--- config.mk ---
export PLATFORM = sky130hd
export DESIGN_NAME = io_bus_arbiter
export DESIGN_NICKNAME = d
export VERILOG_FILES = /design/src/rtl/io_arb_pkg.sv /design/src/rtl/io_rr_picker.sv /design/src/rtl/io_bus_arbiter.sv
export SDC_FILE = /design/constraint.sdc
export NUM_CORES = 1
export LEC_CHECK = 0
export BUFFER_PORTS_ARGS = -buffer_cell sky130_fd_sc_hd__buf_2
export CAP_MARGIN = 20
export CORE_MARGIN = 2
export CORE_UTILIZATION = 26
export CTS_BUF_LIST = sky130_fd_sc_hd__clkbuf_8
export DETAILED_ROUTE_END_ITERATION = 12
export PLACE_DENSITY_LB_ADDON = 0.05
export SYNTH_ARGS = -nofsm -noshare
export SYNTH_HDL_FRONTEND = slang
export SYNTH_SLANG_ARGS = --single-unit
--- constraint.sdc ---
create_clock -name clk -period 1.65 [get_ports clk]
set_clock_uncertainty 0.15 [all_clocks]
set_input_delay 0.2475 -clock clk [delete_from_list [all_inputs] [get_ports clk]]
set_output_delay 0.2475 -clock clk [all_outputs]
set_load 0.05 [all_outputs]
--- src/rtl/io_arb_pkg.sv ---
// Shared definitions for the two-master I/O bus arbiter.
// Bus widths, master count and FSM state encoding.
package io_arb_pkg;

    localparam int IO_ADDR_W   = 4;
    localparam int IO_DATA_W   = 8;
    localparam int NUM_MASTERS = 2;
    localparam int WAIT_W      = 3;

    typedef enum logic [1:0] {
        ST_IDLE   = 2'd0,
        ST_ACCESS = 2'd1,
        ST_DONE   = 2'd2
    } arb_state_e;

endpackage

--- src/rtl/io_rr_picker.sv ---
// Round-robin winner select for two masters.
// Purely combinational; the caller holds the last-grant state.
module io_rr_picker
    import io_arb_pkg::*;
(
    input  logic [NUM_MASTERS-1:0] req_i,
    input  logic                   last_i,
    output logic                   any_o,
    output logic                   win_o
);

    always_comb begin
        any_o = |req_i;
        win_o = 1'b0;
        unique case (req_i)
            2'b01:   win_o = 1'b0;
            2'b10:   win_o = 1'b1;
            2'b11:   win_o = ~last_i;
            default: win_o = 1'b0;
        endcase
    end

endmodule

--- src/rtl/io_bus_arbiter.sv ---
// Two-master arbiter in front of a single I/O port bus.
// One transaction at a time: IDLE -> ACCESS (WAIT_CYCLES+1) -> DONE.
module io_bus_arbiter
    import io_arb_pkg::*;
#(
    parameter int unsigned WAIT_CYCLES = 1
) (
    input  logic                 clk,
    input  logic                 reset,
    input  logic                 m0_req,
    input  logic                 m1_req,
    input  logic                 m0_we,
    input  logic                 m1_we,
    input  logic [IO_ADDR_W-1:0] m0_addr,
    input  logic [IO_ADDR_W-1:0] m1_addr,
    input  logic [IO_DATA_W-1:0] m0_wdata,
    input  logic [IO_DATA_W-1:0] m1_wdata,
    output logic                 m0_gnt,
    output logic                 m1_gnt,
    output logic                 m0_done,
    output logic                 m1_done,
    output logic [IO_DATA_W-1:0] rdata,
    output logic [IO_ADDR_W-1:0] io_addr,
    output logic [IO_DATA_W-1:0] io_wdata,
    input  logic [IO_DATA_W-1:0] io_rdata,
    output logic                 io_oe,
    output logic                 io_we
);

    localparam logic [WAIT_W-1:0] WAIT_LD = WAIT_W'(WAIT_CYCLES);

    arb_state_e           state_q, state_d;
    logic [WAIT_W-1:0]    cnt_q, cnt_d;
    logic                 owner_q, owner_d;
    logic                 we_q, we_d;
    logic [IO_ADDR_W-1:0] addr_q, addr_d;
    logic [IO_DATA_W-1:0] wdata_q, wdata_d;
    logic [IO_DATA_W-1:0] rdata_q, rdata_d;
    logic                 any_req;
    logic                 win;
    logic                 last_acc;

    io_rr_picker u_pick (
        .req_i  ({m1_req, m0_req}),
        .last_i (owner_q),
        .any_o  (any_req),
        .win_o  (win)
    );

    assign last_acc = (state_q == ST_ACCESS) && (cnt_q == '0);

    always_comb begin
        state_d = state_q;
        cnt_d   = cnt_q;
        owner_d = owner_q;
        we_d    = we_q;
        addr_d  = addr_q;
        wdata_d = wdata_q;
        rdata_d = rdata_q;
        unique case (state_q)
            ST_IDLE: begin
                if (any_req) begin
                    state_d = ST_ACCESS;
                    cnt_d   = WAIT_LD;
                    owner_d = win;
                    we_d    = win ? m1_we    : m0_we;
                    addr_d  = win ? m1_addr  : m0_addr;
                    wdata_d = win ? m1_wdata : m0_wdata;
                end
            end
            ST_ACCESS: begin
                if (cnt_q == '0) begin
                    state_d = ST_DONE;
                    if (!we_q) rdata_d = io_rdata;
                end else begin
                    cnt_d = cnt_q - 1'b1;
                end
            end
            ST_DONE: state_d = ST_IDLE;
            default: state_d = ST_IDLE;
        endcase
    end

    // owner_q doubles as last-grant; reset to master 1 so master 0 wins the first tie
    always_ff @(posedge clk) begin
        if (reset) begin
            state_q <= ST_IDLE;
            cnt_q   <= '0;
            owner_q <= 1'b1;
            we_q    <= 1'b0;
            addr_q  <= '0;
            wdata_q <= '0;
            rdata_q <= '0;
        end else begin
            state_q <= state_d;
            cnt_q   <= cnt_d;
            owner_q <= owner_d;
            we_q    <= we_d;
            addr_q  <= addr_d;
            wdata_q <= wdata_d;
            rdata_q <= rdata_d;
        end
    end

    always_comb begin
        m0_gnt   = (state_q != ST_IDLE) && !owner_q;
        m1_gnt   = (state_q != ST_IDLE) &&  owner_q;
        m0_done  = (state_q == ST_DONE) && !owner_q;
        m1_done  = (state_q == ST_DONE) &&  owner_q;
        io_oe    = (state_q == ST_ACCESS) && !we_q;
        io_we    = last_acc && we_q;
        io_addr  = (state_q == ST_ACCESS) ? addr_q  : '0;
        io_wdata = (state_q == ST_ACCESS) ? wdata_q : '0;
        rdata    = rdata_q;
    end

endmodule
# Yosys cells after proc, flatten, opt, wreduce, memory -nomap -nowiden
# Cells that the tools add are included.
# Widths: inputs -> output; s select.
[totals]
register_bits = 27
input_bits = 38
out_inout_bits = 26
wordCells = 47
[classes]
n_addsub = 1
n_eq_ne = 7
muxes = 12
bitwise = 2
reduce_logical = 18
[op_table]
columns = ["op", "n"]
rows = [
  ["$mux 8", 2],
  ["$mux 4", 2],
  ["$logic_and 1x1->1", 7],
  ["$eq 2x2->1 const B", 3],
  ["$mux 3", 2],
  ["$pmux 3 s2", 1],
  ["$reduce_and 3->1", 2],
  ["$mux 2", 2],
  ["$ne 2x2->1 const B", 2],
  ["$pmux 2 s2", 1],
  ["$reduce_and 2->1", 2],
  ["$reduce_bool 2->1", 2],
  ["$logic_not 3->1", 1],
  ["$sub 3x1->3 const B", 1],
  ["$eq 2x1->1 const B", 1],
  ["$logic_not 1->1", 2],
  ["$logic_not 2->1", 1],
  ["$ne 2x1->1 const B", 1],
  ["$not 1->1", 2],
  ["$pmux 1 s2", 1],
  ["$reduce_or 2->1", 1],
  ["$mux 1", 1],
]

# Depth between registers and ports, before layout
[depth]
depth_word = 3
ltp_mapped = 6
depth_no_buf = 5

# Modules after synthesis
# Synthesis repeated with hierarchy kept, for this count alone.
[hier_totals]
cells_unflattened = 152
area_unflattened_um2 = 1411.4
[by_module_without_submodules]
columns = ["mod", "n_inst", "cells_per_inst", "area_each_um2", "seq_area_each_um2"]
rows = [
  ["io_bus_arbiter", 1, 150, 1397.6, 540.5],
  ["io_rr_picker", 1, 2, 13.8, 0.0],
]

# Least setup slack after synthesis
# No wires, ideal clock.
[synth_path]
path_kind = "register -> output"
start = "reg state_q[1]"
end = "out m0_done"
arrival_time_ns = 1.581
required_time_ns = 1.252
slack_ns = -0.329
stages_incl_launch_ff = 2
path_buffers = 0
path_cell_list = "dfxtp_1 nor3b_1"
[synth_via]
elab_chain_cells = 2
[synth_rtl]
columns = ["element", "line", "rtl"]
rows = [
  ["start: declaration", "io_bus_arbiter.sv:32", "arb_state_e state_q, state_d;"],
  ["start signal: assignment", "io_bus_arbiter.sv:95", "state_q <= state_d;"],
  ["$eq 2x2->1", "io_bus_arbiter.sv:108", "m0_done = (state_q == ST_DONE) && !owner_q;"],
  ["$logic_and 1x1->1", "io_bus_arbiter.sv:108", ""],
  ["end: declaration", "io_bus_arbiter.sv:20", "output logic m0_done,"],
]
# No other way between the ends.

# Final worst setup path
[layout_path]
start = "reg state_q[0]"
end = "out io_wdata[1]"
[layout_via]
elab_chain_cells = 2
[layout_rtl]
columns = ["element", "line", "rtl"]
rows = [
  ["$eq 2x1->1", "io_bus_arbiter.sv:113", "io_wdata = (state_q == ST_ACCESS) ? wdata_q : '0;"],
  ["$mux 8", "io_bus_arbiter.sv:113", ""],
  ["end: declaration", "io_bus_arbiter.sv:24", "output logic [IO_DATA_W-1:0] io_wdata,"],
]
# No other way between the ends.

==> out/qor.yml <==
status: "complete, but fails checks"
violations: "setup timing"
place.gp.congestion: 0.726
cts.sink_count: 27
final_cell_mix: "buf_2 (46), dfxtp_1 (24), and2_4 (13), mux2i_1 (13), buf_8 (13)"
synth_area_mm2: 0.00135
detail-route-antenna-nets: 0
overflow: 0
synth_seq_cells: 27
grt_first_pass_wirelength_mm: 5.60
setup-violations-final: 1
slew_violations: 0
viasPerCell: 4.43
nNetsFinal: 247
clk_pin_slew_ps: 90
die-area_mm2: 0.00576
yosysSeqAreaShare: 0.402
synth.avg_cell_area_um2: 9.75
min_period_ps: 1650
grt_pass1_vias: 1271
hold_viol_final: 0
leakage_nw: 0.887
io_buffers: 63
die-height_um: 75.9
layout_commonest_cell: "buf_2"
grt_usage: 0.117
start_util: 0.267
antennaDiodeCount: 0
syn_inst: 138
grt_max_degree: 15
cap_viol_max_count: 0
cp-start-kind: "flop"
finalWorstSetupSlack_ps: -1.10
cts_tree: "built"
yosys.cell_types.count: 37
finalCritPeriodShare: 1.00
crit_arrival_ps: 1250
max_freq_ghz: 0.606
yosysWarnings: 0
avgRoutedWirePerCell_um: 12.5
fp-row-count: 26
ir_drop_v: 0.000355
hpwl_mm: 2.56
dr.pass1.iters: 4
powerDensity_mw_per_mm2: 900
synth_ff_type: "dfxtp_1"
dp.cells: 269
async_flop_share: 0
tightest_slew_ps: 309
cts_root_buf: "clkbuf_8"
crit_path_max_fanout: 6
hold_path.class: "primary input to flop"
num_vias: 1223
wirelength_mm: 3.46
area_growth_pct: 54.7
drc: 0
end_kind: "output port"
finalNonFillerCells: 276
cts_buffers: 3
critPathRequiredTime_ps: 1250
fp.coreArea_mm2: 0.00504
slew_headroom: 0.794
rsz0062_at_grt: "true"
layout-drive-gt1-share: 0.529
worstSkewPairLatency_ps: 260
crit_type: "flop to output port"
cts_max_level: 1
grt_antenna_before_repair: 0
drtIter0Drc: 26
synth_nets: 178
clock_path_buffers: 2
postPlaceCellArea_mm2: 0.00176
synth_edf_count: 0
ios: 64
die_w_um: 75.9
fin_area_mm2: 0.00208
critical path, cell delays in order, from the launching register on:
cell	delay, ps
dfxtp_4	390
nor2b_4	180
buf_6	140
and2_4	140
buf_8	130
synth_stat cells (2+ instances only):
master	number	area, um^2
mux2i_1	13	130
a21oi_1	10	50.1
nand2b_1	2	12.5
dfxtp_1	27	541
buf_6	3	33.8
o21ai_0	10	50.1
ha_1	2	25.0
nor2_1	5	18.8
nand3_1	8	40.0
nor2b_1	2	12.5
and2_1	14	87.6
inv_1	3	11.3
o2bb2ai_1	12	105
clkbuf_1	3	11.3
buf_2	2	10.0
routing by layer:
layer / part of all wire / vias to the layer above / GRT usage
met5: 0 / - / 0
met2: 0.50 / 44 / 0.213
met1: 0.42 / 542 / 0.129
li1: - / 633 / -
met3: 0.067 / 4 / 0.0310
met4: 0.0078 / 0 / 0.0455
worst paths after layout:
path | cells after the start | to | slack (ps) | start
max reg2reg | 6 | cnt_q[1] | 150 | cnt_q[1]
min | 3 | rdata[4] | 70 | io_rdata[4]
min reg2reg | 1 | addr_q[0] | 320 | addr_q[0]
max | 4 | io_wdata[1] | -1 | state_q[0]
flip-flops by register name (all words and copies together) (netlist names):
| register | flops |
|---|---|
| state_q | 2 |
| we_q | 1 |
| owner_q | 1 |
| cnt_q | 3 |
| wdata_q | 8 |
| rdata | 8 |
| addr_q | 4 |
cell families (layout without fill, tap and decap cells):
family,count (synthesis),after routing,share of synthesized area
AND/OR/NAND/NOR,42,42,0.193
AO/OA/AOI/OAI,41,41,0.227
flip-flops,27,27,0.402
multiplexers,13,13,0.0967
buffers and inverters,13,81,0.0632
adder cells (fa/ha/maj),2,2,0.0186
stage by stage:
stage | setup slack (ps) | setup TNS [ps] | total power [W] | hold slack [ps] | util
floorplan | 10.3 | 0 | 0.00122 | 236 | -
global placement | 109 | 0 | 0.00138 | 291 | 0.350
detailed placement | 115 | 0 | 0.00139 | 289 | 0.350
CTS | -44.5 | -443 | 0.00183 | 60.3 | 0.384
global route | -83.6 | -1040 | 0.00200 | 68.5 | 0.413
finish | -1.10 | -1.10 | 0.00187 | 71.7 | 0.413
area by class of cell:
class | instances | area (um^2)
Fill cell | 510 | 2960
Multi-Input combinational cell | 98 | 808
Timing Repair Buffer | 73 | 576
Sequential cell | 27 | 549
Tap cell | 70 | 87.6
Clock buffer | 3 | 41.3
Inverter | 4 | 15.0
Clock inverter | 1 | 3.75
repair_timing:
action,4_1_cts,5_1_grt
setup endpoints to repair,15,18
setup buffers,2,0
gates resized for setup,41,40
gates cloned,0,1
pin swaps,3,12
hold buffers,0,0
power breakdown:
part | total, W | switching (W) | internal, W | leakage (nW)
clock | 0.000359 | 0.000192 | 0.000166 | 0.0269
sequential | 0.000779 | 0.0000524 | 0.000727 | 0.223
combinational | 0.000735 | 0.000411 | 0.000324 | 0.637
No activity file was read; power rests on OpenSTA's default activity.
